<file path="src/rtl/mem_pkg.sv">
// mem_pkg: shared state encoding and lane/word widths for the MEM-stage store path
package mem_pkg;
  localparam int BYTE_W = 8;
  localparam int WORD_W = 32;
  typedef enum logic [2:0] {IDLE, READ, WAIT, MERGE, WRITE, ERR} state_t;
endpackage

</file>
<file path="src/rtl/byte_merge.sv">
// byte_merge: replace one byte lane of a word, other lanes pass through
module byte_merge
  import mem_pkg::*;
(
  input  logic [WORD_W-1:0] i_word,
  input  logic [BYTE_W-1:0] i_byte,
  input  logic [1:0]        i_lane,
  output logic [WORD_W-1:0] o_word
);
  for (genvar i = 0; i < WORD_W / BYTE_W; i++) begin : g_lane
    assign o_word[i*BYTE_W +: BYTE_W] = (i_lane == 2'(i)) ? i_byte : i_word[i*BYTE_W +: BYTE_W];
  end
endmodule

</file>
<file path="src/rtl/mem_store_unit.sv">
// mem_store_unit: word stores write directly, byte stores do read-modify-write
// All outputs are registered from the next state so they line up with the state they describe.
module mem_store_unit
  import mem_pkg::*;
#(
  parameter int RD_LAT   = 1,
  parameter bit LANE_SEL = 1'b1
) (
  input  logic              i_clk,
  input  logic              i_rst_n,
  input  logic              i_st_req,
  output logic              o_st_ready,
  input  logic              i_sel_sb,
  input  logic [WORD_W-1:0] i_st_addr,
  input  logic [WORD_W-1:0] i_st_data,
  output logic              o_st_done,
  output logic              o_st_err,
  output logic [WORD_W-1:0] o_mem_addr,
  output logic              o_mem_re,
  input  logic [WORD_W-1:0] i_mem_rdata,
  output logic              o_mem_we,
  output logic [WORD_W-1:0] o_mem_wdata
);
  state_t r_state, w_next;
  logic [1:0] r_cnt, r_lane;
  logic [BYTE_W-1:0] r_byte;
  logic [WORD_W-1:0] r_merge, w_merged;
  logic w_accept;
  assign w_accept = i_st_req && o_st_ready;
  byte_merge u_merge (
    .i_word (r_merge),
    .i_byte (r_byte),
    .i_lane (r_lane),
    .o_word (w_merged)
  );
  always_comb begin
    w_next = IDLE;
    case (r_state)
      IDLE:    w_next = !w_accept ? IDLE : i_sel_sb ? READ : (i_st_addr[1:0] == 2'b00) ? WRITE : ERR;
      READ:    w_next = WAIT;
      WAIT:    w_next = (r_cnt == 2'd0) ? MERGE : WAIT;
      MERGE:   w_next = WRITE;
      default: w_next = IDLE;
    endcase
  end
  always_ff @(posedge i_clk) begin
    if (!i_rst_n) begin
      r_state     <= IDLE;
      r_cnt       <= '0;
      r_lane      <= '0;
      r_byte      <= '0;
      r_merge     <= '0;
      o_st_ready  <= 1'b1;
      o_st_done   <= 1'b0;
      o_st_err    <= 1'b0;
      o_mem_re    <= 1'b0;
      o_mem_we    <= 1'b0;
      o_mem_addr  <= '0;
      o_mem_wdata <= '0;
    end else begin
      r_state    <= w_next;
      o_st_ready <= w_next == IDLE;
      o_mem_re   <= w_next == READ;
      o_mem_we   <= w_next == WRITE;
      o_st_done  <= w_next == WRITE;
      o_st_err   <= w_next == ERR;
      if (w_accept) begin
        r_lane     <= LANE_SEL ? i_st_addr[1:0] : 2'b00;
        r_byte     <= i_st_data[BYTE_W-1:0];
        o_mem_addr <= {i_st_addr[WORD_W-1:2], 2'b00};
      end
      if (r_state == IDLE && w_next == WRITE) o_mem_wdata <= i_st_data;
      // Counter is loaded so that it reaches zero in the cycle read data is valid.
      if (r_state == READ) r_cnt <= 2'(RD_LAT - 1);
      else if (r_state == WAIT && r_cnt != 2'd0) r_cnt <= r_cnt - 2'd1;
      if (r_state == WAIT && r_cnt == 2'd0) r_merge <= i_mem_rdata;
      if (r_state == MERGE) o_mem_wdata <= w_merged;
    end
  end
endmodule

</file>
<file path="config.mk">
export PLATFORM = sky130hd
export DESIGN_NAME = mem_store_unit
export DESIGN_NICKNAME = d
export VERILOG_FILES = /design/src/rtl/mem_pkg.sv /design/src/rtl/byte_merge.sv /design/src/rtl/mem_store_unit.sv
export SDC_FILE = /design/constraint.sdc
export NUM_CORES = 1
export LEC_CHECK = 0
export CAP_MARGIN = 5
export CORE_ASPECT_RATIO = 1.2
export CORE_MARGIN = 3
export CORE_UTILIZATION = 44
export CTS_CLUSTER_SIZE = 25
export DETAILED_ROUTE_END_ITERATION = 8
export MAX_ROUTING_LAYER = met4
export PLACE_DENSITY = 0.79
export SKIP_CTS_REPAIR_TIMING = 1
export SYNTH_ARGS = -nofsm -noshare
export SYNTH_HDL_FRONTEND = slang
export SYNTH_SLANG_ARGS = --single-unit
</file>
<file path="constraint.sdc">
create_clock -name i_clk -period 2.25 [get_ports i_clk]
set_clock_uncertainty 0.2 [all_clocks]
set_input_delay 0.45 -clock i_clk [delete_from_list [all_inputs] [get_ports i_clk]]
set_output_delay 0.45 -clock i_clk [all_outputs]
set_load 0.02 [all_outputs]
</file>
==> impl_metrics.toml, run 1 <==
[timing]
slew_violations = 0
fmax_ghz = 0.4799
fin_crit_ns = 2.084
holdWs_ns = 0.2235
finalSetupViolCount = 0
rsz0062_at_grt = "false"
post-route-period-util_pct = 92.62
max_slew.worst_pin.slew_ns = 0.4985
finalHoldViolations = 0
maxSlewHeadroom_pct = 66.65

[logic_synthesis]
synth_seq_cells = 113
yosysWarnings = 0
synth-compound-area-share_pct = 24.36
synth_area_um2 = 4607
ys.flop_type = "dfxtp_1"
synthMuxAreaShare_pct = 0.4345
ys_types = 36
synth_top_family_by_area = "compound AO/OA/AOI/OAI gates"
yosys.area_share.adder_pct = 0.2716
ys_seq_area_share_pct = 49.10
syn-mean-instance-area_um2 = 8.391
syn_inst = 549
async_reset_ff_share_pct = 0
yosys.area_share.simple_pct = 20.70
synth_enable_flop_cells = 0
synth-xor-area-share_pct = 0.1901

[floorplanning]
die_y_um = 118.1
num_rows = 40
io_pins = 169
die_x_um = 99.41
dieArea_um2 = 11740
initial_core_util_pct = 45.57
core_area_um2 = 10110

[detailed_routing]
drc = 0
num_vias = 4412
wl_mm = 13.28
ant_nets = 0
drt_pass1_iterations = 4
via_per_inst = 5.191
wl_per_cell_um = 15.62
drt-initial-drc-count = 241

[global_routing]
track_usage_pct = 23.65
grt_pass1_wl_mm = 21.72
antenna_found_initial = 0
gr-total-overflow = 0
grt_pass1_vias = 4499
grt_max_degree = 33

[layout]
final_common_cell = "nand2_1"
final_nets = 812
num_antenna_cells = 0
drive_gt1_share_pct = 7.182
final_area_um2 = 7007
syn2layout_area_growth_pct = 52.09
n_fill_cell = 797
mostFrequentLayoutCells = "nand2_1, clkdlybuf4s50_1, dfxtp_1"
layout.cells.non_filler = 850

[clock_tree]
path_clk_slew_ns = 0.05
clockBufferDepth = 2
cts_root_buf = "clkbuf_16"
htree_levels = 4
clock-sinks = 113
cts_tree = "yes"
cts_buffers = 17
clock_latency_ns = 0.40

[placed_design]
numPortBuffers = 166
dpl-instance-area_um2 = 6414
gp_congestion = 0.8304
hpwl_mm = 9.668
dp_cells = 818

[worst_setup_path]
cp_top_family = "simple AND/OR/NAND/NOR gates"
cp-end-kind = "flip-flop"
cp.arrival_ns = 2.17
cp.required_ns = 2.33
crit_type = "input pin to flip-flop"
worst-path-max-fanout = 31
startpoint_type = "input pin"
r2r_slack_ns = 0.30
path_buf_inv = 2
slowest_stage = "clkdlybuf4s50_1"
slowest_delay_ns = 0.45
worstPathCellList = "clkdlybuf4s50_1, nor3_1, nor4b_4, nor2_2, buf_12, a221o_1"

[power_and_ir_drop]
leakagePower_nw = 2.500
peakVddDrop_v = 0.0006530
power_mw = 6.390
p_per_area_nw_per_um2 = 912.0

[flow_run]
maxCapViolations = 0

[run_status]
status = "finished clean"

[worst_hold_path]
hold_class = "input pin to flip-flop"
[cells in the mapped netlist (4+ instances only)]
master    number  area [um^2]
nand2_1      194        728.2
dfxtp_1      113         2262
a21boi_0      70        525.5
a21oi_1       32        160.2
a221o_1       31        310.3
clkbuf_1      28        105.1
o21ai_0       13        65.06
buf_2          8        40.04
nand3_1        7        35.03
nor2_1         5        18.77
nand2b_1       4        25.02
nor2b_1        4        25.02
nor3_1         4        20.02
[flip-flops by register name (all words and copies together), names as in the netlist]
signal and count:
r_byte 8, r_merge 32, r_state 3, o_mem_we 1
o_mem_wdata 32, r_lane 2, o_mem_addr 30, r_cnt 2
o_mem_re 1, o_st_ready 1, o_st_err 1
[worst reg2reg max path, cell delays in order, from the launching register on]
cell	delay, ns
dfxtp_1	0.40
or2_4	0.30
nor4b_4	0.30
nor2_2	0.09
buf_12	0.17
a221o_1	0.37
[cells by family after synthesis]
family / count (synthesis)
simple gates: 229
compound gates: 154
flops: 113
buf+inv: 48
mux: 2
fa+ha+maj: 1
other cells: 1
xor+xnor: 1
[per-layer routing]
metal  global-route usage [%]  up-vias  wire length [um]
met5                        -        -                 0
met2                    38.78      171              6615
met1                    27.32     2035              5364
met4                    6.832        0               119
met3                    8.121       11              1178
li1                         -     2195                 -
[metrics by stage]
stage,setup WS [ns],setup TNS [ns],util (%)
2_1_floorplan,0.3738,0,-
3_3_place_gp,-0.1741,-5.328,63.44
3_5_place_dp,-0.2374,-6.788,63.44
4_1_cts,0.1826,0,69.31
5_1_grt,0.05898,0,69.31
6_report,0.1660,0,69.31
[report_power, final]
part           internal (mW)  leakage, nW  switching [mW]
combinational          0.607         1.29           0.701
sequential              2.22        0.919           0.171
clock                   1.83        0.290           0.862
[final timing paths]
kind | startpoint | to | depth (start not counted)
min | i_rst_n | o_mem_wdata[30] | 3
max reg2reg | r_state[0] | o_mem_wdata[10] | 5
max | i_st_addr[1] | o_mem_wdata[10] | 6
min reg2reg | o_mem_addr[16] | o_mem_addr[16] | 2
[final cells by class]
cell class                 instances  area (um^2)  area share, %
clock buffer                      27        493.0          7.036
clock inverter                     5        100.1          1.429
inverter                           3        11.26         0.1607
multi-input combinational        389         2131          30.41
sequential                       113         2262          32.29
tap                              126        157.7          2.250
timing repair buffer             187         1852          26.43
No activity file was read; power rests on OpenSTA's default activity.
==> run 2: changes to the inputs <==
--- a/config.mk
+++ b/config.mk
@@ -12,7 +12,7 @@
 export CTS_CLUSTER_SIZE = 25
 export DETAILED_ROUTE_END_ITERATION = 8
 export MAX_ROUTING_LAYER = met4
-export PLACE_DENSITY = 0.79
+export PLACE_DENSITY_LB_ADDON = 0.3
 export SKIP_CTS_REPAIR_TIMING = 1
 export SYNTH_ARGS = -nofsm -noshare
 export SYNTH_HDL_FRONTEND = slang
==> run 2 against run 1 <==
Compared with the run above: die area stayed put; register-to-register slack hardly changed; hold slack worse by 0.0084 ns; fmax is 0.76% lower; clock power hardly changed; total power hardly changed; combinational power hardly changed; routed wire length is 0.86% lower; via count is 0.61% higher; critical endpoint is now o_mem_wdata[1].
==> impl_metrics.toml, run 2 (same netlist as run 1, synthesis figures left out) <==
[detailed_routing]
wl_mm = 13.16
drc = 0
wl_per_cell_um = 15.45
drt-initial-drc-count = 308
drt_pass1_iterations = 5
num_vias = 4439
via_per_inst = 5.210
ant_nets = 0

[clock_tree]
clockBufferDepth = 2
cts_tree = "yes"
htree_levels = 4
cts_buffers = 17
cts_root_buf = "clkbuf_16"
clock-sinks = 113
path_clk_slew_ns = 0.05
clock_latency_ns = 0.40

[power_and_ir_drop]
p_int_mw = 4.627
netSwitchingPower_mw = 1.767
leakagePower_nw = 2.507
p_sw_share_pct = 27.63
peakVddDrop_v = 0.0007429
clockPowerShare_pct = 41.9
combPwrFrac_pct = 20.7
p_seq_share_pct = 37.4
power_mw = 6.394
p_per_area_nw_per_um2 = 911.1

[layout]
num_antenna_cells = 0
syn2layout_area_growth_pct = 52.34
n_fill_cell = 797
top_regs = "o_mem_wdata (32), r_merge (32), o_mem_addr (30)"
layout.cells.non_filler = 852
final_common_cell = "nand2_1"
final_nets = 815
drive_gt1_share_pct = 8.127
fin_util_pct = 69.42
mostFrequentLayoutCells = "nand2_1, clkdlybuf4s50_1, dfxtp_1"

[worst_setup_path]
worstPathCellList = "clkdlybuf4s50_1, nor3_1, nor4b_4, nor2_2, buf_12, a221o_1"
cp-end-kind = "flip-flop"
cp.required_ns = 2.33
reg2reg_from = "r_state[0]"
slowest_stage = "clkdlybuf4s50_1"
slowest_delay_ns = 0.42
startpoint_type = "input pin"
worst-path-max-fanout = 28
r2r_slack_ns = 0.30
crit_type = "input pin to flip-flop"
ff2ff_path_depth = 5
r2r_end = "o_mem_wdata[1]"
cp.arrival_ns = 2.18

[global_routing]
grt_pass1_vias = 4540
track_usage_pct = 23.83
antenna_found_initial = 0
grt_max_degree = 33
grt_pass1_wl_mm = 21.89
gr-total-overflow = 0

[timing]
slew_violations = 0
maxSlewHeadroom_pct = 64.71
finalHoldViolations = 0
fmax_ghz = 0.4762
max_slew.worst_pin.slew_ns = 0.5283
worst_slack_ns = 0.1501
finalSetupViolCount = 0
rsz0062_at_grt = "false"
tns_ns = 0
fin_crit_ns = 2.100
post-route-period-util_pct = 93.33

[worst_hold_path]
worstHoldStart = "i_rst_n"
holdPathStages = 2
hold_class = "input pin to flip-flop"
holdPathEnd = "r_state[0]"

[placed_design]
numPortBuffers = 166
dp_cells = 821
dp_slack_ns = -0.2314
hpwl_mm = 9.555
gp_congestion = 0.8237

[floorplanning]
core_area_um2 = 10110
dieArea_um2 = 11740
die_x_um = 99.41
io_pins = 169
die_y_um = 118.1
initial_core_util_pct = 45.57
num_rows = 40

[flow_run]
maxCapViolations = 0

[run_status]
status = "finished clean"
==> run 2: per-stage QoR <==
step                cell area (um^2)  hold slack [ns]
floorplan                       4611           0.2347
CTS                             7018           0.1993
finish                          7018           0.2151
global route                    7018           0.2092
global placement                6424           0.2470
detailed placement              6424           0.2501
==> run 2: per-layer routing <==
layer,wire length (um),track usage [%],vias up
met1,5458,28.49,2037
met4,180,8.027,0
met5,0,-,-
met3,1211,7.943,15
li1,-,-,2190
met2,6313,37.61,197
==> run 2: how the worst max path moves through the flow <==
stage,from,endpoint,slack (ns),depth (start not counted)
floorplan,o_st_ready,o_mem_wdata[10],0.37,5
CTS,i_st_addr[0],o_mem_wdata[20],0.17,6
detailed placement,i_st_addr[0],o_mem_wdata[21],-0.23,6
global route,i_st_addr[0],o_mem_wdata[24],0.04,6
global placement,i_st_addr[0],o_mem_wdata[21],-0.24,6
finish,i_st_addr[0],o_mem_wdata[1],0.15,6
==> run 2: worst max-delay path, delay by kind of cell <==
kind | cells | cell delay [ns]
buffers and inverters | 2 | 0.60
AND/OR/NAND/NOR | 3 | 0.77
AO/OA/AOI/OAI | 1 | 0.35
==> run 2: power by group through the flow <==
stage | Clock (mW) | Sequential (mW) | Combinational [mW]
2_1_floorplan | 0 | 2.50 | 0.617
3_3_place_gp | 0 | 2.42 | 1.29
3_5_place_dp | 0 | 2.43 | 1.32
4_1_cts | 2.72 | 2.39 | 1.33
5_1_grt | 2.81 | 2.42 | 1.45
6_report | 2.68 | 2.39 | 1.32
==> run 2: area by class of cell <==
cell class              instances  area [um^2]  area share, %
clock buffers                  21        460.4          6.561
flip-flops and latches        113         2262          32.23
inverters                       3        11.26         0.1605
repair buffers                190         1862          26.53
clock inverters                10        133.9          1.908
well taps                     126        157.7          2.246
multi-input cells             389         2131          30.36
==> run 3: changes to the inputs <==
--- a/config.mk
+++ b/config.mk
@@ -13,6 +13,7 @@
 export DETAILED_ROUTE_END_ITERATION = 8
 export MAX_ROUTING_LAYER = met4
 export PLACE_DENSITY_LB_ADDON = 0.3
+export SETUP_SLACK_MARGIN = 0.4
 export SKIP_CTS_REPAIR_TIMING = 1
 export SYNTH_ARGS = -nofsm -noshare
 export SYNTH_HDL_FRONTEND = slang
==> run 3 against run 2 <==
Compared with the run above: clock power rose by 3%; register-to-register slack lost 0.06 ns; sequential share of layout area is 1.4 points lower; worst setup slack improved by 0.091 ns; die area did not move; non-clock buffer count grew 7; design area rose by 4.9%; combinational power is 6% higher; utilization grew 3.4 points; clock-buffer cell count decreased by 2; flip-flop and latch count is the same; cell count rose by 0.94%.
==> impl_metrics.toml, run 3 (same netlist as run 1, synthesis figures left out) <==
[run_status]
status = "finished clean"

[detailed_routing]
drc = 0
wl_met3_mm = 1.367
top_layer = "met4"
dr_wl_met2_mm = 7.079
drt_pass1_iterations = 5
wl_per_cell_um = 16.46
wl_met1_mm = 5.423
drt-initial-drc-count = 227
wl_mm = 14.15
via_per_inst = 5.348
ant_nets = 0
num_vias = 4599

[placed_design]
gp_congestion = 0.8368
numPortBuffers = 166
dp_slack_ns = -0.2097
dp_cells = 819
hpwl_mm = 9.581
dpl-instance-area_um2 = 6424

[floorplanning]
num_rows = 40
dieArea_um2 = 11740
initial_core_util_pct = 45.57
core_area_um2 = 10110
die_x_um = 99.41
die_y_um = 118.1
io_pins = 169

[timing]
worst_slack_ns = 0.2409
finalSetupViolCount = 0
fmax_ghz = 0.4977
max_slew.worst_pin.slew_ns = 0.5757
rsz0062_at_grt = "true"
finalHoldViolations = 0
tns_ns = 0
post-route-period-util_pct = 89.29
fin_crit_ns = 2.009
maxSlewHeadroom_pct = 61.54
slew_violations = 0

[layout]
final_common_cell = "nand2_1"
final_nets = 822
seq_area_um2 = 2270
n_fill_cell = 751
drive_gt1_share_pct = 9.809
syn2layout_area_growth_pct = 59.86
num_antenna_cells = 0
top_regs = "o_mem_wdata (32), r_merge (32), o_mem_addr (30)"
layout.cells.non_filler = 860
final_area_um2 = 7365
multi_input_area_um2 = 2153
mostFrequentLayoutCells = "nand2_1, dfxtp_1, clkdlybuf4s50_1"

[clock_tree]
clock-sinks = 113
cts_tree = "yes"
path_clk_slew_ns = 0.05
clockBufferDepth = 2
htree_levels = 4
clock_latency_ns = 0.40
cts_root_buf = "clkbuf_16"
cts_buffers = 17

[worst_hold_path]
worstHoldStart = "i_st_addr[1]"
holdPathStages = 3
hold_class = "input pin to flip-flop"

[worst_setup_path]
worst-path-max-fanout = 6
crit_type = "flip-flop to flip-flop"
cp.required_ns = 2.33
crit_start = "r_state[0]"
ff2ff_path_depth = 5
cp-end-kind = "flip-flop"
reg2reg_from = "r_state[0]"
cp.arrival_ns = 2.09
startpoint_type = "flip-flop"
r2r_slack_ns = 0.24

[power_and_ir_drop]
leakagePower_nw = 3.764
power_mw = 6.564
p_per_area_nw_per_um2 = 891.3
peakVddDrop_v = 0.0006582

[global_routing]
grt_pass1_wl_mm = 21.76
grt_pass1_vias = 4613
track_usage_pct = 23.68
antenna_found_initial = 0
gr-total-overflow = 0
grt_max_degree = 33

[flow_run]
maxCapViolations = 0
## run 3: path summary, 6_finish.rpt
check,to
max,o_mem_wdata[7]
min,r_lane[1]
max reg2reg,o_mem_wdata[7]
min reg2reg,r_merge[26]
## run 3: cell type report
cell class | count | share of cell area [%]
clock inverters | 13 | 2.548
inverters | 3 | 0.1529
flip-flops and latches | 113 | 30.82
multi-input cells | 389 | 29.24
well taps | 126 | 2.141
clock buffers | 19 | 5.878
repair buffers | 197 | 29.22
## run 3: critical path: stages (launching register included)
cell and delay [ns]:
dfxtp_4 0.35, or2_4 0.27, nor4b_4 0.40, nor2_4 0.15, buf_6 0.16, a221o_1 0.34
## run 3: metrics by stage
stage               util (%)  hold WS [ns]
floorplan                  -        0.2347
global placement       63.54        0.2461
detailed placement     63.54        0.2471
CTS                    69.68        0.1957
global route           72.85        0.2043
finish                 72.85        0.1838
## run 3: layer usage
| metal | GRT usage, % | vias to the layer above |
|---|---|---|
| met2 | 38.61 | 221 |
| li1 | - | 2206 |
| met4 | 8.454 | 0 |
| met3 | 7.706 | 28 |
| met1 | 27.11 | 2144 |
| met5 | - | - |
## run 3: power breakdown
group	internal (mW)	switching [mW]	total (mW)
sequential	2.23	0.164	2.39
combinational	0.650	0.749	1.40
clock	1.85	0.921	2.77
